<file path="src/rtl/pipe_ctrl_if.sv">
// Hazard-request / redirect bundle between the pipeline stages and pipe_ctrl.
// master drives the stall requests and exception; slave (pipe_ctrl) drives stall/flush/redirect.
interface pipe_ctrl_if;
   logic        stallreq_if_i;
   logic        stallreq_of_i;
   logic        stallreq_ex_i;
   logic        stallreq_mem_i;
   logic        exception_i;
   logic [31:0] exception_pc_i;
   logic [5:0]  stall_o;
   logic        flush_o;
   logic [31:0] new_pc_o;
   logic        stall_timeout_o;
   logic [31:0] stall_cycles_o;
   logic [15:0] flush_count_o;

   modport master (
      output stallreq_if_i, stallreq_of_i, stallreq_ex_i, stallreq_mem_i,
      output exception_i, exception_pc_i,
      input  stall_o, flush_o, new_pc_o, stall_timeout_o, stall_cycles_o, flush_count_o
   );

   modport slave (
      input  stallreq_if_i, stallreq_of_i, stallreq_ex_i, stallreq_mem_i,
      input  exception_i, exception_pc_i,
      output stall_o, flush_o, new_pc_o, stall_timeout_o, stall_cycles_o, flush_count_o
   );
endinterface

</file>
<file path="src/rtl/pipe_ctrl.sv">
// Pipeline hazard controller: prioritised per-boundary stalls, exception flush/redirect
// (deferred while a memory stall is outstanding), stall timeout and activity counters.
module pipe_ctrl #(
   parameter logic [15:0] STALL_LIMIT = 16'd4096
) (
   input  logic       clk,
   input  logic       rst,
   pipe_ctrl_if.slave bus
);

   localparam int unsigned PC_W   = 32;
   localparam int unsigned STL_W  = 6;
   localparam int unsigned SCNT_W = 16;
   localparam int unsigned CYC_W  = 32;
   localparam int unsigned FCNT_W = 16;

   localparam logic [STL_W-1:0]  STALL_MEM = 6'b011111;
   localparam logic [STL_W-1:0]  STALL_EX  = 6'b001111;
   localparam logic [STL_W-1:0]  STALL_OF  = 6'b000111;
   localparam logic [STL_W-1:0]  STALL_IF  = 6'b000011;
   localparam logic [SCNT_W-1:0] LIMIT_M1  = SCNT_W'(STALL_LIMIT - 16'd1);

   typedef enum logic {RUN = 1'b0, HOLD_EXC = 1'b1} state_t;

   state_t              state;
   state_t              state_nxt;
   logic [PC_W-1:0]     pend_pc;
   logic [SCNT_W-1:0]   stall_cnt;
   logic                timeout_q;
   logic [CYC_W-1:0]    stall_cycles_q;
   logic [FCNT_W-1:0]   flush_count_q;

   logic [STL_W-1:0]    stall_c;
   logic                flush_c;
   logic [PC_W-1:0]     new_pc_c;
   logic                latch_pc_c;
   logic [STL_W-1:0]    prio_stall_c;

   // State register
   always_ff @(posedge clk) begin
      if (!rst) state <= RUN;
      else      state <= state_nxt;
   end

   // Next-state: an exception arriving under a memory stall is parked until the stall drains
   always_comb begin
      state_nxt = state;
      case (state)
         RUN:      if (bus.exception_i && bus.stallreq_mem_i) state_nxt = HOLD_EXC;
         HOLD_EXC: if (!bus.stallreq_mem_i)                   state_nxt = RUN;
         default:  state_nxt = RUN;
      endcase
   end

   // Stall priority: deepest requesting stage freezes itself and everything upstream
   always_comb begin
      prio_stall_c = '0;
      if      (bus.stallreq_mem_i) prio_stall_c = STALL_MEM;
      else if (bus.stallreq_ex_i)  prio_stall_c = STALL_EX;
      else if (bus.stallreq_of_i)  prio_stall_c = STALL_OF;
      else if (bus.stallreq_if_i)  prio_stall_c = STALL_IF;
   end

   // Outputs: flush wins over non-mem stalls; everything forced quiet while in reset
   always_comb begin
      stall_c    = '0;
      flush_c    = 1'b0;
      new_pc_c   = '0;
      latch_pc_c = 1'b0;
      if (rst) begin
         case (state)
            RUN: begin
               if (bus.exception_i) begin
                  if (bus.stallreq_mem_i) begin
                     stall_c    = STALL_MEM;
                     latch_pc_c = 1'b1;
                  end else begin
                     flush_c  = 1'b1;
                     new_pc_c = bus.exception_pc_i;
                  end
               end else begin
                  stall_c = prio_stall_c;
               end
            end
            HOLD_EXC: begin
               if (bus.stallreq_mem_i) begin
                  stall_c = STALL_MEM;
               end else begin
                  flush_c  = 1'b1;
                  new_pc_c = pend_pc;
               end
            end
            default: ;
         endcase
      end
   end

   // Pending PC, stall watchdog and activity counters
   always_ff @(posedge clk) begin
      if (!rst) begin
         pend_pc        <= '0;
         stall_cnt      <= '0;
         timeout_q      <= 1'b0;
         stall_cycles_q <= '0;
         flush_count_q  <= '0;
      end else begin
         if (latch_pc_c) pend_pc <= bus.exception_pc_i;

         if (flush_c || (stall_c == '0))  stall_cnt <= '0;
         else if (stall_cnt != '1)        stall_cnt <= stall_cnt + SCNT_W'(1);

         if ((stall_c != '0) && (stall_cnt == LIMIT_M1)) timeout_q <= 1'b1;

         if ((stall_c != '0) && (stall_cycles_q != '1))
            stall_cycles_q <= stall_cycles_q + CYC_W'(1);

         if (flush_c) flush_count_q <= flush_count_q + FCNT_W'(1);
      end
   end

   assign bus.stall_o         = stall_c;
   assign bus.flush_o         = flush_c;
   assign bus.new_pc_o        = new_pc_c;
   assign bus.stall_timeout_o = timeout_q;
   assign bus.stall_cycles_o  = stall_cycles_q;
   assign bus.flush_count_o   = flush_count_q;

endmodule

</file>
<file path="src/flat_wrapper.sv">
// flat-port wrapper written by rule: the top's interface ports become plain ports
module pipe_ctrl_flat 
#(
   parameter logic [15:0] STALL_LIMIT = 16'd4096
)
  (clk, rst, bus_stallreq_if_i, bus_stallreq_of_i, bus_stallreq_ex_i, bus_stallreq_mem_i, bus_exception_i, bus_exception_pc_i, bus_stall_o, bus_flush_o, bus_new_pc_o, bus_stall_timeout_o, bus_stall_cycles_o, bus_flush_count_o);
  pipe_ctrl_if bus_i ();
  input  logic clk;
  input  logic rst;
  input wire logic [$bits(bus_i.stallreq_if_i)-1:0] bus_stallreq_if_i;
  input wire logic [$bits(bus_i.stallreq_of_i)-1:0] bus_stallreq_of_i;
  input wire logic [$bits(bus_i.stallreq_ex_i)-1:0] bus_stallreq_ex_i;
  input wire logic [$bits(bus_i.stallreq_mem_i)-1:0] bus_stallreq_mem_i;
  input wire logic [$bits(bus_i.exception_i)-1:0] bus_exception_i;
  input wire logic [$bits(bus_i.exception_pc_i)-1:0] bus_exception_pc_i;
  output wire logic [$bits(bus_i.stall_o)-1:0] bus_stall_o;
  output wire logic [$bits(bus_i.flush_o)-1:0] bus_flush_o;
  output wire logic [$bits(bus_i.new_pc_o)-1:0] bus_new_pc_o;
  output wire logic [$bits(bus_i.stall_timeout_o)-1:0] bus_stall_timeout_o;
  output wire logic [$bits(bus_i.stall_cycles_o)-1:0] bus_stall_cycles_o;
  output wire logic [$bits(bus_i.flush_count_o)-1:0] bus_flush_count_o;
  assign bus_i.stallreq_if_i = bus_stallreq_if_i;
  assign bus_i.stallreq_of_i = bus_stallreq_of_i;
  assign bus_i.stallreq_ex_i = bus_stallreq_ex_i;
  assign bus_i.stallreq_mem_i = bus_stallreq_mem_i;
  assign bus_i.exception_i = bus_exception_i;
  assign bus_i.exception_pc_i = bus_exception_pc_i;
  assign bus_stall_o = bus_i.stall_o;
  assign bus_flush_o = bus_i.flush_o;
  assign bus_new_pc_o = bus_i.new_pc_o;
  assign bus_stall_timeout_o = bus_i.stall_timeout_o;
  assign bus_stall_cycles_o = bus_i.stall_cycles_o;
  assign bus_flush_count_o = bus_i.flush_count_o;
  pipe_ctrl #(.STALL_LIMIT(STALL_LIMIT)) u_core (.clk(clk), .rst(rst), .bus(bus_i));
endmodule
</file>
<file path="config.mk">
export PLATFORM = sky130hd
export DESIGN_NAME = pipe_ctrl_flat
export DESIGN_NICKNAME = d
export VERILOG_FILES = /design/src/rtl/pipe_ctrl_if.sv /design/src/rtl/pipe_ctrl.sv /design/src/flat_wrapper.sv
export SDC_FILE = /design/constraint.sdc
export NUM_CORES = 1
export LEC_CHECK = 0
export ABC_AREA = 1
export BUFFER_PORTS_ARGS = -buffer_cell sky130_fd_sc_hd__buf_2
export CELL_PAD_IN_SITES_DETAIL_PLACEMENT = 1
export CELL_PAD_IN_SITES_GLOBAL_PLACEMENT = 2
export CORE_MARGIN = 2
export CORE_UTILIZATION = 30
export CTS_CLUSTER_DIAMETER = 60
export DETAILED_ROUTE_END_ITERATION = 10
export PLACE_DENSITY = 0.93
export RECOVER_POWER = 25
export SYNTH_ARGS = -nofsm -noshare
export SYNTH_HDL_FRONTEND = slang
export SYNTH_SLANG_ARGS = --single-unit
</file>
<file path="constraint.sdc">
create_clock -name clk -period 4.72 [get_ports clk]
set_input_delay 1.18 -clock clk [delete_from_list [all_inputs] [get_ports clk]]
set_output_delay 1.18 -clock clk [all_outputs]
set_load 0.03 [all_outputs]
</file>
**Yosys cells after proc, flatten, opt, wreduce, memory -nomap -nowiden**

Index checks and enable logic that the tools add are counted.

- Reduce and logical (&&, ||, !) cells: 7
- Add/sub/neg operators: 3
- Muxes and demuxes: 23
- Bitwise gates (word level): 2
- Eq/ne operators: 3

Operator list:

| cell | number |
|---|---|
| 2-to-1 mux 32 bit | 4 |
| one-hot mux 32 bit (2 select lines) | 1 |
| adder 16 x 1 -> 16 bit (second input constant) | 2 |
| adder 32 x 1 -> 32 bit (second input constant) | 1 |
| inequality test 32 bit (second input constant) | 1 |
| 2-to-1 mux 6 bit | 5 |
| equality test 16 x 12 -> 1 bit (second input constant) | 1 |
| inequality test 16 bit (second input constant) | 1 |
| one-hot mux 6 bit (2 select lines) | 1 |
| 2-to-1 mux 1 bit | 8 |
| logical NOT 6 bit | 1 |
| nonzero test 6 bit | 1 |
| 2-to-1 mux 5 bit | 1 |
| one-hot mux 1 bit (2 select lines) | 2 |
| logical AND 1 bit | 3 |
| 2-to-1 mux 2 bit | 1 |
| NOT 1 bit | 2 |
| OR reduction 2 bit | 1 |
| logical OR 1 bit | 1 |

- Word-level logic and storage cells: 44
- Output and inout bits: 88
- Bits of input ports: 39
- Bits in registers: 98

**Longest topological paths before layout**

- Depth in word-level cells: 10
- Depth in mapped cells: 11
- Gate-level depth less buffers: 11

**Worst setup path after synthesis**

No wires, ideal clock.

- Kind: input to output
- From: in rst
- To: out bus_stall_o[1]
- Buffers on the path: 4
- Arrival time: 2.284 ns
- Data required time: 3.540 ns
- Slack: 1.256 ns
- Cell stages on the path: 8
- Cell sequence: buf_2 > nand2_1 > inv_2 > nor2_1 > nand2_2 > buf_4 > buf_6 > buf_4

- Cells in the longest elaborated chain, start to end: 1

RTL lines:

| what | RTL line | source |
|---|---|---|
| from (decl) | flat_wrapper.sv:9 | `input logic rst;` |
| 2-to-1 mux 6 bit | pipe_ctrl.sv:70 | `if (rst) begin` |
| to (decl) | flat_wrapper.sv:16 | `output wire logic [$bits(bus_i.stall_o)-1:0] bus_stall_o;` |

Every way passes these cells.

**Worst setup path after layout**

- From: in rst
- To: out bus_flush_o

- Cells in the longest elaborated chain, start to end: 1

RTL lines:

| what | RTL line | source |
|---|---|---|
| 2-to-1 mux 1 bit | pipe_ctrl.sv:70 |  |
| to (decl) | flat_wrapper.sv:17 | `output wire logic [$bits(bus_i.flush_o)-1:0] bus_flush_o;` |

Every way passes these cells.

==> impl_metrics.py <==
metrics = {
    "pwr": {
        "internal_power_mw": 1.317,
        "switching_power_mw": 0.5083,
        "leakagePower_nw": 2.607,
        "power_mw": 1.825,
        "switching_share_pct": 27.86,
        "vdd_drop_max_mv": 0.1813,
        "p_comb_share_pct": 10.7,
        "p_seq_share_pct": 47.6,
        "p_clk_share_pct": 41.6,
        "power_density_nw_per_um2": 278.6,
    },
    "synth": {
        "ys_top_cells_by_count": "nand2_1, nor2_1, dfxtp_1",
        "async_flop_share_pct": 0,
        "synth-main-ff-cell": "dfxtp_1",
        "yosysTopAreaCell": "dfxtp_1",
        "avgSynthCellArea_um2": 6.485,
        "synth_cell_types": 32,
        "synth_top_area_share_pct": 35.30,
        "ys_ff_latch": 98,
        "ys_seq_area_share_pct": 35.30,
        "synth_edf_count": 0,
        "syn_nets": 899,
        "synth_area_leaders": "dfxtp_1, nand2_1, nor2_1",
        "synth_most_common_cell": "nand2_1",
        "yosysWarnings": 0,
        "syn-cell-area_um2": 5558,
        "syn_inst": 857,
    },
    "grt": {
        "overflow": 0,
        "antenna_found_initial": 0,
        "grt_usage_pct": 17.48,
        "grt_max_degree": 33,
        "grt_pass1_wl_um": 28030,
        "grt_pass1_vias": 5543,
    },
    "timing": {
        "finalSetupViolations": 0,
        "fin_ws_ns": 0.7642,
        "fmax_mhz": 252.8,
        "rsz0062_at_grt": "false",
        "tightest_slew_ns": 0.7487,
        "slew_viol_final": 0,
        "finalCriticalPeriod_ns": 3.956,
        "fin_skew_ns": 0.009526,
        "maxSlewHeadroom_pct": 50.02,
        "hold_viol": 0,
        "min_period_over_period_pct": 83.81,
        "tns_ns": 0,
    },
    "final_layout": {
        "instances_no_fill": 1200,
        "area_growth_pct": 17.85,
        "nNetsFinal": 1008,
        "diodes": 0,
        "final_util_pct": 36.22,
        "fill_cells": 2401,
        "drive_gt1_share_pct": 16.99,
    },
    "clock_network": {
        "cts_tree": "done",
        "cts_sinks": 98,
        "htree_levels": 3,
        "cts_setup_buffers": 0,
        "cts_resized": 0,
        "hold_buffers": 0,
        "clk_latency_ns": 0.36,
        "clk_path_buf_depth": 2,
        "path_clk_slew_ns": 0.07,
        "cts_buffers": 9,
        "root_buffer": "clkbuf_16",
    },
    "detailed_routing": {
        "wl_per_cell_um": 14.23,
        "vias": 5720,
        "detail-route-antenna-nets": 0,
        "dr.pass1.iters": 9,
        "viasPerCell": 4.767,
        "wirelength_um": 17070,
        "initialDrtViolationCount": 199,
        "drc_errors": 2,
    },
    "worst_setup_path": {
        "end_kind": "output port",
        "path_cells": "buf_2 > nand2_1 > nor2_4 > buf_2",
        "critPathSlowestCell": "nand2_1",
        "criticalPathCategory": "in -> out",
        "path_delay_family": "simple AND/OR/NAND/NOR gates",
        "crit_buf_inv": 2,
        "rr_startpoint": "u_core.state",
        "start_kind": "primary input",
        "critPathMostFrequentCell": "buf_2",
        "critPathLaunch": "rst",
        "crit_required_ns": 3.54,
        "slowest_delay_ns": 0.54,
        "cp.arrival_ns": 2.78,
        "critPathMaxFanout": 26,
    },
    "floorplanning": {
        "row_count": 49,
        "core_area_um2": 18090,
        "io_pins": 127,
        "fp.dieH_um": 140.1,
        "dieArea_um2": 19630,
        "initial_core_util_pct": 30.73,
        "die_w_um": 140.1,
    },
    "placed_design": {
        "dp_slack_ns": 1.144,
        "dpl.hpwl_um": 12680,
        "dp_cells": 1184,
        "finalWeightedCongestion": 0.7836,
        "io_buffer_count": 125,
    },
    "min_path": {
        "hp-class": "reg -> reg",
        "worstHoldStart": "u_core.pend_pc[11]",
    },
    "run": {
        "maxCapViolations": 0,
    },
    "outcome": {
        "outcome": "finished with violations",
        "violations": "DRC",
    },
}
layout by cell type, fill, tap and decap left out, drive strengths merged:
master / count
nand2: 285
nor2: 152
dfxtp: 98
buf: 90
inv: 75
nand3: 51
clkbuf: 51
a21oi: 51
o21ai: 32
nor3: 16
a32oi: 15
xor2: 14
nand4: 11
a31oi: 9
or2: 3
xnor2: 3
ha: 3
clkinv: 3
nor3b: 2
nand3b: 2
clkinvlp: 2
nor4: 1
conb: 1
bufinv: 1
cell type report:
class	instances	area, um^2	share of cell area (%)
tap	229	286.5	4.374
timing repair buffer	131	619.3	9.456
inverter	75	281.5	4.298
clock inverter	6	67.56	1.032
multi-input combinational	651	3104	47.39
clock buffer	10	229.0	3.496
sequential	98	1962	29.95
final timing paths:
check        slack (ns)                      endpoint  depth (start not counted)
max reg2reg        1.72  u_core.bus.stall_cycles_o[5]                         10
min                0.47            u_core.pend_pc[11]                          2
max                0.76                   bus_flush_o                          4
min reg2reg        0.47            u_core.pend_pc[11]                          2
worst reg2reg max path, delay by kind of cell (launching register included):
family          cells  cell delay [ns]
flops               1             0.55
buf+inv             3             0.84
simple gates        6             1.38
compound gates      1             0.15
logic make-up after synthesis:
family | Yosys count | synth area share (%)
buffers and inverters | 108 | 8.712
AND/OR/NAND/NOR | 523 | 40.36
XOR/XNOR | 17 | 2.679
other | 1 | 0.06747
AO/OA/AOI/OAI | 107 | 12.20
adder cells (fa/ha/maj) | 3 | 0.6754
flip-flops | 98 | 35.30
registers in the layout, summed over array words and instances (netlist names):
signal / count
u_core.pend_pc: 32
u_core.bus.stall_timeout_o: 1
u_core.stall_cnt: 16
u_core.bus.flush_count_o: 16
u_core.state: 1
u_core.bus.stall_cycles_o: 32
power groups by stage:
stage / Sequential, mW / Clock [mW] / Combinational [mW]
detailed placement: 0.888 / 0 / 0.201
floorplan: 0.889 / 0 / 0.143
CTS: 0.869 / 0.794 / 0.201
global placement: 0.888 / 0 / 0.197
finish: 0.869 / 0.760 / 0.196
global route: 0.872 / 0.813 / 0.217
per-layer routing:
layer | vias to the layer above | track usage [%] | wire (um)
met5 | - | 0 | 0
met4 | 0 | 4.147 | 176
met3 | 13 | 4.855 | 907
met2 | 105 | 29.17 | 7631
met1 | 2652 | 22.50 | 8360
li1 | 2950 | - | -
per-stage QoR:
step	hold slack, ns	area, um^2
floorplan	0.4455	5558
CTS	0.4721	6611
global route	0.4899	6550
global placement	0.4531	6315
finish	0.4677	6550
detailed placement	0.4624	6315
Power figures use the tool's default switching activity.
